<file path="src/rtl/seg7_scan_decoder.sv">
// seg7_scan_decoder: recovers hex digit values from a multiplexed active-low 7-segment scan bus
module seg7_scan_decoder #(
    parameter int STABLE_CYCLES = 4
) (
    input  logic        clk,
    input  logic        rst,
    input  logic [3:0]  AN,
    input  logic [6:0]  DISPLAY,
    output logic [15:0] DIGITS,
    output logic [3:0]  VALID,
    output logic        UPD,
    output logic [1:0]  UPD_IDX,
    output logic        ERR,
    output logic [7:0]  ERR_COUNT
);
    typedef enum logic {SETTLE, HOLD} state_t;
    state_t      state;
    logic [10:0] s1, s2, prev;
    logic [3:0]  cnt;
    logic [3:0]  sel;
    logic        hit;
    logic [3:0]  val;
    logic [1:0]  idx;
    logic        same;
    assign sel  = ~s2[10:7];
    assign same = s2 == prev;
    assign idx  = sel[3] ? 2'd3 : sel[2] ? 2'd2 : sel[1] ? 2'd1 : 2'd0;
    always_comb begin
        hit = 1'b1;
        val = 4'h0;
        case (s2[6:0])
            7'h40: val = 4'h0;
            7'h79: val = 4'h1;
            7'h24: val = 4'h2;
            7'h30: val = 4'h3;
            7'h19: val = 4'h4;
            7'h12: val = 4'h5;
            7'h02: val = 4'h6;
            7'h78: val = 4'h7;
            7'h00: val = 4'h8;
            7'h10: val = 4'h9;
            7'h08: val = 4'hA;
            7'h03: val = 4'hB;
            7'h46: val = 4'hC;
            7'h21: val = 4'hD;
            7'h06: val = 4'hE;
            7'h0E: val = 4'hF;
            default: hit = 1'b0;
        endcase
    end
    // the counter holds at STABLE_CYCLES and the accept fires on the next identical sample
    always_ff @(posedge clk or posedge rst) begin
        if (rst) begin
            s1        <= '1;
            s2        <= '1;
            prev      <= '1;
            state     <= SETTLE;
            cnt       <= '0;
            DIGITS    <= '0;
            VALID     <= '0;
            UPD       <= 1'b0;
            UPD_IDX   <= '0;
            ERR       <= 1'b0;
            ERR_COUNT <= '0;
        end else begin
            s1   <= {AN, DISPLAY};
            s2   <= s1;
            prev <= s2;
            UPD  <= 1'b0;
            ERR  <= 1'b0;
            if (!same) begin
                cnt   <= 4'd1;
                state <= SETTLE;
            end else if (state == SETTLE) begin
                if (cnt == 4'(STABLE_CYCLES)) begin
                    state <= HOLD;
                    if (sel != 4'd0) begin
                        if ($onehot(sel) && hit) begin
                            DIGITS[idx*4 +: 4] <= val;
                            VALID[idx]         <= 1'b1;
                            UPD                <= 1'b1;
                            UPD_IDX            <= idx;
                        end else begin
                            ERR <= 1'b1;
                            if (ERR_COUNT != 8'hFF) ERR_COUNT <= ERR_COUNT + 8'd1;
                        end
                    end
                end else begin
                    cnt <= cnt + 4'd1;
                end
            end
        end
    end
endmodule

</file>
<file path="config.mk">
export PLATFORM = sky130hd
export DESIGN_NAME = seg7_scan_decoder
export DESIGN_NICKNAME = d
export VERILOG_FILES = /design/src/rtl/seg7_scan_decoder.sv
export SDC_FILE = /design/constraint.sdc
export NUM_CORES = 1
export LEC_CHECK = 0
export CORE_AREA = 5 5 94 70
export DETAILED_ROUTE_END_ITERATION = 10
export DIE_AREA = 0 0 99 75
export PLACE_DENSITY = 0.87
export SLEW_MARGIN = 30
export SYNTH_ARGS = -nofsm -noshare
export SYNTH_HDL_FRONTEND = slang
export SYNTH_SLANG_ARGS = --single-unit
export TNS_END_PERCENT = 10
</file>
<file path="constraint.sdc">
create_clock -name clk -period 6.25 [get_ports clk]
set_clock_uncertainty 0.2 [all_clocks]
set_input_delay 1.25 -clock clk [delete_from_list [all_inputs] [get_ports clk]]
set_output_delay 1.25 -clock clk [all_outputs]
set_load 0.01 [all_outputs]
</file>
=== After elaboration in Yosys (flattened, before gate mapping) ===
Cells that the tools add are included.

* Magnitude comparators: 2
* $add $sub $neg: 6
* Mux-type cells: 24
* Reduce and logical (&&, ||, !) cells: 8
* Bitwise gates (word level): 4
* Shift operators: 2
* Equal/unequal tests: 21

{| class="wikitable"
|+ Operators by type and width
! kind !! number
|-
| $pmux 4 s15 || 1
|-
| $neg 4->34 || 1
|-
| $shift 4x34->16 const A || 1
|-
| $shiftx 4x34->16 || 1
|-
| $eq 7x7->1 const B || 4
|-
| $eq 7x5->1 const B || 3
|-
| $eq 7x6->1 const B || 3
|-
| $bwmux 16 || 1
|-
| $mux 1 || 16
|-
| $reduce_or 16->1 || 1
|-
| $eq 7x2->1 const B || 2
|-
| $eq 7x4->1 const B || 2
|-
| $mux 4 || 3
|-
| $eq 11x11->1 || 1
|-
| $add 8x1->8 const B || 1
|-
| $ne 8x8->1 const B || 1
|-
| $eq 7x3->1 const B || 1
|-
| $logic_not 7->1 || 1
|-
| $reduce_and 6->1 || 1
|-
| $reduce_and 5->1 || 1
|-
| $add 1x1->2 || 2
|-
| $add 4x1->4 const B || 1
|-
| $eq 4x3->1 const B || 1
|-
| $mux 2 || 2
|-
| 12 further kinds || 15
|}

* Register bits after elaboration: 70
* Logic and storage cells: 78
* Output and inout bits: 32

=== Depth between registers and ports, before layout ===
Gate-level depths: netlist of run 1.

* Depth in word-level cells: 10
* Depth in mapped cells: 8
* Gate-level depth less buffers: 8

=== Worst setup path before layout of run 1 ===
No wires, ideal clock.

* Kind: reg-to-reg
* Start: register s2[8]
* End: register DIGITS[4]
* Stages on the path, launching flop included: 9
* Path buffers: 0
* Clock period less this slack: 3,011 ps
* Arrival time: 2,686 ps
* Slack: 3,239 ps
* Path through: dfstp_2 -> fa_1 -> inv_1 -> ha_1 -> ha_1 -> nor3b_1 -> o31ai_4 -> nor4_4 -> mux2_2

* Cells in the longest elaborated chain, start to end: 7

{| class="wikitable"
|+ RTL lines
! what !! RTL line !! RTL
|-
| start, declared || 18 || <nowiki>logic [10:0] s1, s2, prev;</nowiki>
|-
| start signal, assigned || 55 || <nowiki>s2 <= '1;</nowiki>
|-
| start signal, assigned || 67 || <nowiki>s2 <= s1;</nowiki>
|-
| $not 4->4 || 25 || <nowiki>assign sel = ~s2[10:7];</nowiki>
|-
| $mux 1 || 27 || <nowiki>assign idx = sel[3] ? 2'd3 : sel[2] ? 2'd2 : sel[1] ? 2'd1 : 2'd0;</nowiki>
|-
| $mux 2 (2 in a row) || 27 ||
|-
| $neg 4->34 || 79 || <nowiki>DIGITS[idx*4 +: 4] <= val;</nowiki>
|-
| $shiftx 4x34->16 or $shift 4x34->16 (tied branches) || 79 ||
|-
| $bwmux 16 || 79 ||
|-
| end signal, assigned by index || 79 ||
|-
| end, declared || 9 || <nowiki>output logic [15:0] DIGITS,</nowiki>
|}

Several ways; a longest one is shown, not always the timed one.
A chain may end at the register's enable or synchronous reset.

=== Final worst setup path of run 1 ===
Same ends and word-level chain as after synthesis.

==> impl_metrics.csv, run 1 <==
group,metric,value,unit
pwr,combPwrFrac,5.9,%
logic_synthesis,synth_xor_xnor_area_share,5.341,%
pwr,p_int,0.6459,mW
pwr,p_seq_share,58.4,%
logic_synthesis,ys_async_sr_fraction,100.0,%
sta,relSlewSlack,44.91,%
logic_synthesis,synthesis.instances,235,
cells_and_area,diodes,0,
global_route,overflow,0,
sta,drv_slew,0,
logic_synthesis,syn_nets,255,
drt,routed_via_density,5.410,
critical_path,endpoint_kind,"flop",
placed_design,port_buffers,44,
cells_and_area,n_fill_cell,379,
cells_and_area,layout_commonest_cell,"clkdlybuf4s50_1",
floorplanning,row_count,23,
logic_synthesis,synth_seq_cells,70,
placed_design,dp_hpwl,3929,um
placed_design,gp_congestion,0.8990,
floorplanning,ios,45,
sta,finalCriticalPeriod,3.299,ns
logic_synthesis,ys.flop_type,"dfrtp_1",
sta,finalCritPeriodShare,52.78,%
cells_and_area,final_nets,302,
logic_synthesis,synth.area.top_cells,"dfrtp_1 (30%), dfstp_2 (28%), mux2_2 (4.7%), xor2_1 (4.5%), ha_1 (2.4%)",
pwr,p_leak,1.660,nW
logic_synthesis,syn_area_per_cell,13.26,sq um
cts,clock_latency,0.34,ns
critical_path,start_kind,"flop",
logic_synthesis,synth_adder_area_share,3.052,%
sta,setup_tns,0,ns
floorplanning,initial_core_util,56.09,%
global_route,busiest_layer,"met2",
drt,totalWireLength,5542,um
cts,clkTransAtPathRegs,0.06,ns
cts,cts_tree,"done",
pwr,p_per_area,223.3,nW/um^2
pwr,power.total,0.8365,mW
sta,grt_setup_unrepaired,"no",
cts,clkSinkCount,70,
run,maxCapViolCount,0,
drt,postRouteAntennaNets,0,
critical_path,crit_path_start,"s2[8]$_DFF_PP1_",
sta,fmax,303.1,MHz
cts,clock_tree.root_cell,"clkbuf_8",
logic_synthesis,synth-simple-area-share,15.90,%
cts,post_cts_buffers,0,
logic_synthesis,synth_top_cell_area_share,29.72,%
floorplanning,core,5554,sq um
critical_path,cp.required,6.28,ns
global_route,grt_use_met1,19.26,%
run_status,status,"completed",
floorplanning,die_w,99,um
cts,hold_buffers,0,
logic_synthesis,synth_cell_types,52,
drt,drc,0,
cts,htreeDepth,3,
drt,num_vias,1953,
sta,tightest_slew,0.8263,ns
critical_path,rr_startpoint,"s2[8]$_DFF_PP1_",
global_route,grt_use_met3,7.407,%
floorplanning,die-area,7425,sq um
logic_synthesis,synth_top_family_by_area,"simple AND/OR/NAND/NOR gates",
pwr,ir_worst_vdd,0.1473,mV
critical_path,setup.worst_path.class,"reg2reg",
global_route,grt_pass1_wl,9287,um
pwr,pwr-share-clk,35.7,%
logic_synthesis,muxShareOfSynthArea,7.550,%
cells_and_area,final_cell_mix,"clkdlybuf4s50_1 (44), dfrtp_1 (37), dfstp_2 (33)",
drt,drtIter0Drc,86,
sta,setup_viol_count_final,0,
cts,cts_resized,0,
global_route,antenna_found_initial,0,
logic_synthesis,yosysSeqAreaShare,57.55,%
critical_path,path_max_fanout,7,
critical_path,arrival,3.32,ns
cts,cts_buffer_depth,2,
cells_and_area,area_growth,20.24,%
cells_and_area,multi_input_area,1209,sq um
drt,routedWlPerCell,15.35,um
cells_and_area,seqCellArea,1793,sq um
cts,cts_made_buffers,9,
logic_synthesis,synth_compound_area_share,6.948,%
logic_synthesis,synth_area,3115,sq um
cells_and_area,final_layout_size_suffix_gt1_share,27.97,%
worst_hold_path,min_path_type,"reg2reg",
worst_hold_path,min-delay-start,"s1[2]$_DFF_PP1_",
logic_synthesis,yosysWarnings,0,
sta,finalHoldViolations,0,
global_route,gr-usage-all-layers,16.26,%
global_route,grt_max_degree,71,
pwr,switching_share,22.79,%
pwr,p_sw,0.1906,mW
global_route,use_met2,26.93,%
floorplanning,die_y,75,um
logic_synthesis,synth_top_area_cell,"dfrtp_1",
global_route,grt_pass1_vias,1987,
logic_synthesis,synth_edf_count,0,
drt,firstDrtPassIters,4,
[layout make-up]
class | instances | share of cell area [%]
clock inverters | 2 | 0.2338
well taps | 75 | 2.505
clock buffers | 13 | 3.975
flip-flops and latches | 70 | 47.86
inverters | 12 | 1.202
multi-input cells | 144 | 32.26
repair buffers | 45 | 11.96
[sequential cells by signal (all words and copies together), names as in the netlist]
signal     count
UPD            1
s2            11
s1            11
ERR_COUNT      8
state          1
ERR            1
UPD_IDX        2
prev          11
DIGITS        16
VALID          4
cnt            4
[cells in the mapped netlist, types with 2 or more instances]
master / number
nor2_1: 12
nor4_1: 5
xor2_1: 16
a221o_1: 2
or3b_1: 2
nor4_2: 3
a21oi_1: 3
ha_1: 6
inv_1: 12
nand2_1: 9
mux2_1: 3
and3_1: 5
or2_2: 4
nor3_4: 2
nand2b_1: 5
dfrtp_1: 37
mux2_2: 13
nand3_1: 4
o21ai_0: 2
buf_4: 2
xnor2_1: 3
mux2_4: 3
buf_6: 3
dfstp_2: 33
nor3_1: 7
nand4_4: 2
buf_2: 4
a31oi_1: 9
[worst paths after layout]
check / endpoint / slack [ns] / cells past startpoint
max: DIGITS[4]$_DFFE_PP0P_ / 2.95 / 8
min: s2[2]$_DFF_PP1_ / 0.16 / 0
max reg2reg: DIGITS[4]$_DFFE_PP0P_ / 2.95 / 8
min reg2reg: s2[2]$_DFF_PP1_ / 0.16 / 0
max in group asynchronous: DIGITS[5]$_DFFE_PP0P_ / 4.03 / 3
min in group asynchronous: ERR$_DFF_PP0_ / 1.27 / 3
[cell families after synthesis]
group	count (synthesis)
simple gates	72
flops	70
compound gates	26
buf+inv	21
mux	20
xor+xnor	19
fa+ha+maj	7
[routing by layer]
| layer | wire, um | part of all wire (%) |
|---|---|---|
| met1 | 2397 | 43 |
| met2 | 2723 | 49 |
| met3 | 342 | 6.2 |
| met4 | 79 | 1.4 |
| met5 | 0 | 0 |
[power groups by stage]
stage | clock (mW) | combinational (mW) | sequential [mW]
2_1_floorplan | 0 | 0.0429 | 0.487
3_3_place_gp | 0 | 0.0485 | 0.495
3_5_place_dp | 0 | 0.0499 | 0.496
4_1_cts | 0.309 | 0.0500 | 0.488
5_1_grt | 0.332 | 0.0558 | 0.490
6_report | 0.299 | 0.0493 | 0.488
[per-stage QoR]
stage | area (sq um) | setup WS, ns | cells | util (%) | hold slack, ns
after floorplan | 3115 | 3.086 | 235 | - | 0.1452
after CTS | 3746 | 2.954 | 361 | 67.45 | 0.1566
final | 3746 | 2.951 | 361 | 67.45 | 0.1564
after global routing | 3746 | 2.794 | 361 | 67.45 | 0.1558
after global placement | 3588 | 3.143 | 346 | 64.61 | 0.1458
after detailed placement | 3588 | 2.962 | 346 | 64.61 | 0.1482
[worst max-delay path, stage by stage, from the launching register on]
cell     delay [ns]
dfstp_2        0.65
fa_1           0.45
inv_1          0.07
ha_1           0.13
ha_1           0.22
nor3b_1        0.48
o31ai_4        0.24
nor4_4         0.35
mux2_2         0.39
No activity file was read; power rests on OpenSTA's default activity.
==> run 2, diff against run 1 <==
--- a/config.mk
+++ b/config.mk
@@ -5,10 +5,10 @@
 export SDC_FILE = /design/constraint.sdc
 export NUM_CORES = 1
 export LEC_CHECK = 0
-export CORE_AREA = 5 5 94 70
+export CORE_AREA = 5 5 102 75
 export DETAILED_ROUTE_END_ITERATION = 10
-export DIE_AREA = 0 0 99 75
-export PLACE_DENSITY = 0.87
+export DIE_AREA = 0 0 107 80
+export PLACE_DENSITY = 0.79
 export SLEW_MARGIN = 30
 export SYNTH_ARGS = -nofsm -noshare
 export SYNTH_HDL_FRONTEND = slang
==> constraint.sdc (replaced) <==
create_clock -name clk -period 2.9 [get_ports clk]
set_clock_uncertainty 0.2 [all_clocks]
set_input_delay 0.58 -clock clk [delete_from_list [all_inputs] [get_ports clk]]
set_output_delay 0.58 -clock clk [all_outputs]
set_load 0.01 [all_outputs]
==> impl_metrics.csv, run 2 (synthesis gave the netlist of run 1 again) <==
group,metric,value,unit
run_status,failed_checks,"setup timing",
cts,htreeDepth,3,
drt,routed_via_density,5.282,
floorplanning,die_w,107,um
pwr,ir_worst_vdd,0.2922,mV
drt,drtIter0Drc,43,
critical_path,worstPathCellList,"fa_1 -> inv_1 -> ha_2 -> ha_4 -> nor3b_4 -> o31ai_4 -> buf_12 -> nor3_4 -> buf_4 -> mux2_4",
floorplanning,die_y,80,um
critical_path,slowest_delay,0.55,ns
critical_path,rr_endpoint,"DIGITS[15]$_DFFE_PP0P_",
sta,tightest_slew,0.6673,ns
sta,finalHoldViolations,0,
global_route,overflow,0,
pwr,p_per_area,480.4,nW/um^2
drt,totalWireLength,6173,um
critical_path,path_max_fanout,2,
critical_path,cp.required,2.93,ns
cts,clock_tree.root_cell,"clkbuf_8",
floorplanning,core,6569,sq um
cts,cts_buffer_depth,2,
cells_and_area,diodes,0,
cts,cts_made_buffers,9,
cts,hold_buffers,0,
cells_and_area,final_nets,317,
floorplanning,ios,45,
pwr,p_leak,1.781,nW
sta,grt_setup_unrepaired,"yes",
sta,setup_tns,-0.07869,ns
drt,num_vias,2023,
critical_path,start_kind,"flop",
global_route,antenna_found_initial,0,
drt,postRouteAntennaNets,0,
critical_path,rr_startpoint,"s2[10]$_DFF_PP1_",
critical_path,setup.worst_path.class,"reg2reg",
sta,worst_slack,-0.02197,ns
global_route,grt_pass1_vias,2038,
placed_design,gp_congestion,0.8818,
cells_and_area,final_layout_size_suffix_gt1_share,33.44,%
sta,relSlewSlack,54.93,%
sta,finalCritPeriodShare,100.8,%
sta,setup_viol_count_final,4,
floorplanning,row_count,25,
placed_design,dp_hpwl,4151,um
cts,clock_latency,0.35,ns
run,maxCapViolCount,0,
critical_path,cp_num_buf_inv,3,
floorplanning,initial_core_util,47.43,%
critical_path,arrival,2.95,ns
global_route,grt_pass1_wl,10340,um
floorplanning,die-area,8560,sq um
critical_path,cp_top_family,"adder cells",
global_route,gr-usage-all-layers,16.14,%
drt,drc,0,
worst_hold_path,hold_end,"s2[0]$_DFF_PP1_",
drt,firstDrtPassIters,4,
placed_design,port_buffers,44,
worst_hold_path,hold_depth,0,
cells_and_area,largest_reg_flops,16,
worst_hold_path,min-delay-start,"s1[0]$_DFF_PP1_",
sta,drv_slew,0,
cells_and_area,final_cell_mix,"clkdlybuf4s50_1 (44), dfrtp_1 (37), dfstp_2 (33)",
critical_path,rr_worst_depth,10,
critical_path,r2r_slack,-0.02,ns
cells_and_area,layout_commonest_cell,"clkdlybuf4s50_1",
critical_path,endpoint_kind,"flop",
sta,fmax,342.2,MHz
cells_and_area,area_growth,27.47,%
sta,finalCriticalPeriod,2.922,ns
worst_hold_path,min_path_type,"reg2reg",
cts,cts_tree,"done",
cts,clkSinkCount,70,
critical_path,crit_slowest_cell,"dfstp_2",
cells_and_area,top_register,"DIGITS",
drt,routedWlPerCell,16.12,um
cts,clkTransAtPathRegs,0.06,ns
cells_and_area,n_fill_cell,531,
global_route,grt_max_degree,71,
run_status,status,"finished, violations left",
cells_and_area,post-route-util,60.46,%
## run 2: cell types whose count changed in the layout (fill, tap and decap cells not counted), sizes merged
cell / before / now
clkbuf: 13 / 16
clkinv: 2 / 0
buf: 1 / 16
## run 2: timing repair
action	4_1_cts	5_1_grt
setup endpoints to repair	6	20
pin swaps	2	7
cloned	0	0
buffers inserted	5	3
resized for setup	2	9
## run 2: power by group
group / switching [mW] / total [mW] / internal, mW
Clock: 0.331 / 0.713 / 0.383
Sequential: 0.0276 / 1.05 / 1.02
Combinational: 0.0756 / 0.148 / 0.0720
Total: 0.434 / 1.91 / 1.47
## run 2: routing by layer
layer | track usage, % | part of all wire (%) | vias up
li1 | - | - | 955
met1 | 20.89 | 46 | 998
met2 | 24.12 | 46 | 62
met3 | 7.114 | 5.7 | 8
met4 | 5.747 | 1.5 | 0
met5 | 0 | 0 | -
## run 2: worst max path at each step
stage	start	to	slack [ns]	cells after the start
floorplan	s2[8]$_DFF_PP1_	DIGITS[4]$_DFFE_PP0P_	0.05	8
global placement	s2[7]$_DFF_PP1_	DIGITS[6]$_DFFE_PP0P_	0.03	8
detailed placement	s2[7]$_DFF_PP1_	DIGITS[7]$_DFFE_PP0P_	-0.06	8
CTS	s2[8]$_DFF_PP1_	DIGITS[4]$_DFFE_PP0P_	0.02	9
global route	s2[10]$_DFF_PP1_	DIGITS[12]$_DFFE_PP0P_	-0.11	10
finish	s2[10]$_DFF_PP1_	DIGITS[15]$_DFFE_PP0P_	-0.02	10
## run 2: cell type report
type / instances / area (sq um) / area share [%]
well taps: 81 / 101.3 / 2.552
repair buffers: 60 / 589.3 / 14.84
flip-flops and latches: 70 / 1793 / 45.15
clock buffers: 16 / 180.2 / 4.537
inverters: 12 / 45.04 / 1.134
multi-input cells: 144 / 1262 / 31.79
## run 2: through the flow
step	std cells	power [mW]	hold slack [ns]	area (sq um)	worst slack, ns
3_5_place_dp	360	1.188	0.1468	3674	-0.06114
6_report	383	1.908	0.1553	3971	-0.02197
4_1_cts	381	1.930	0.1536	3923	0.01513
5_1_grt	383	2.000	0.1584	3971	-0.1135
3_3_place_gp	360	1.182	0.1457	3674	0.03414
2_1_floorplan	235	1.143	0.1452	3120	0.04825
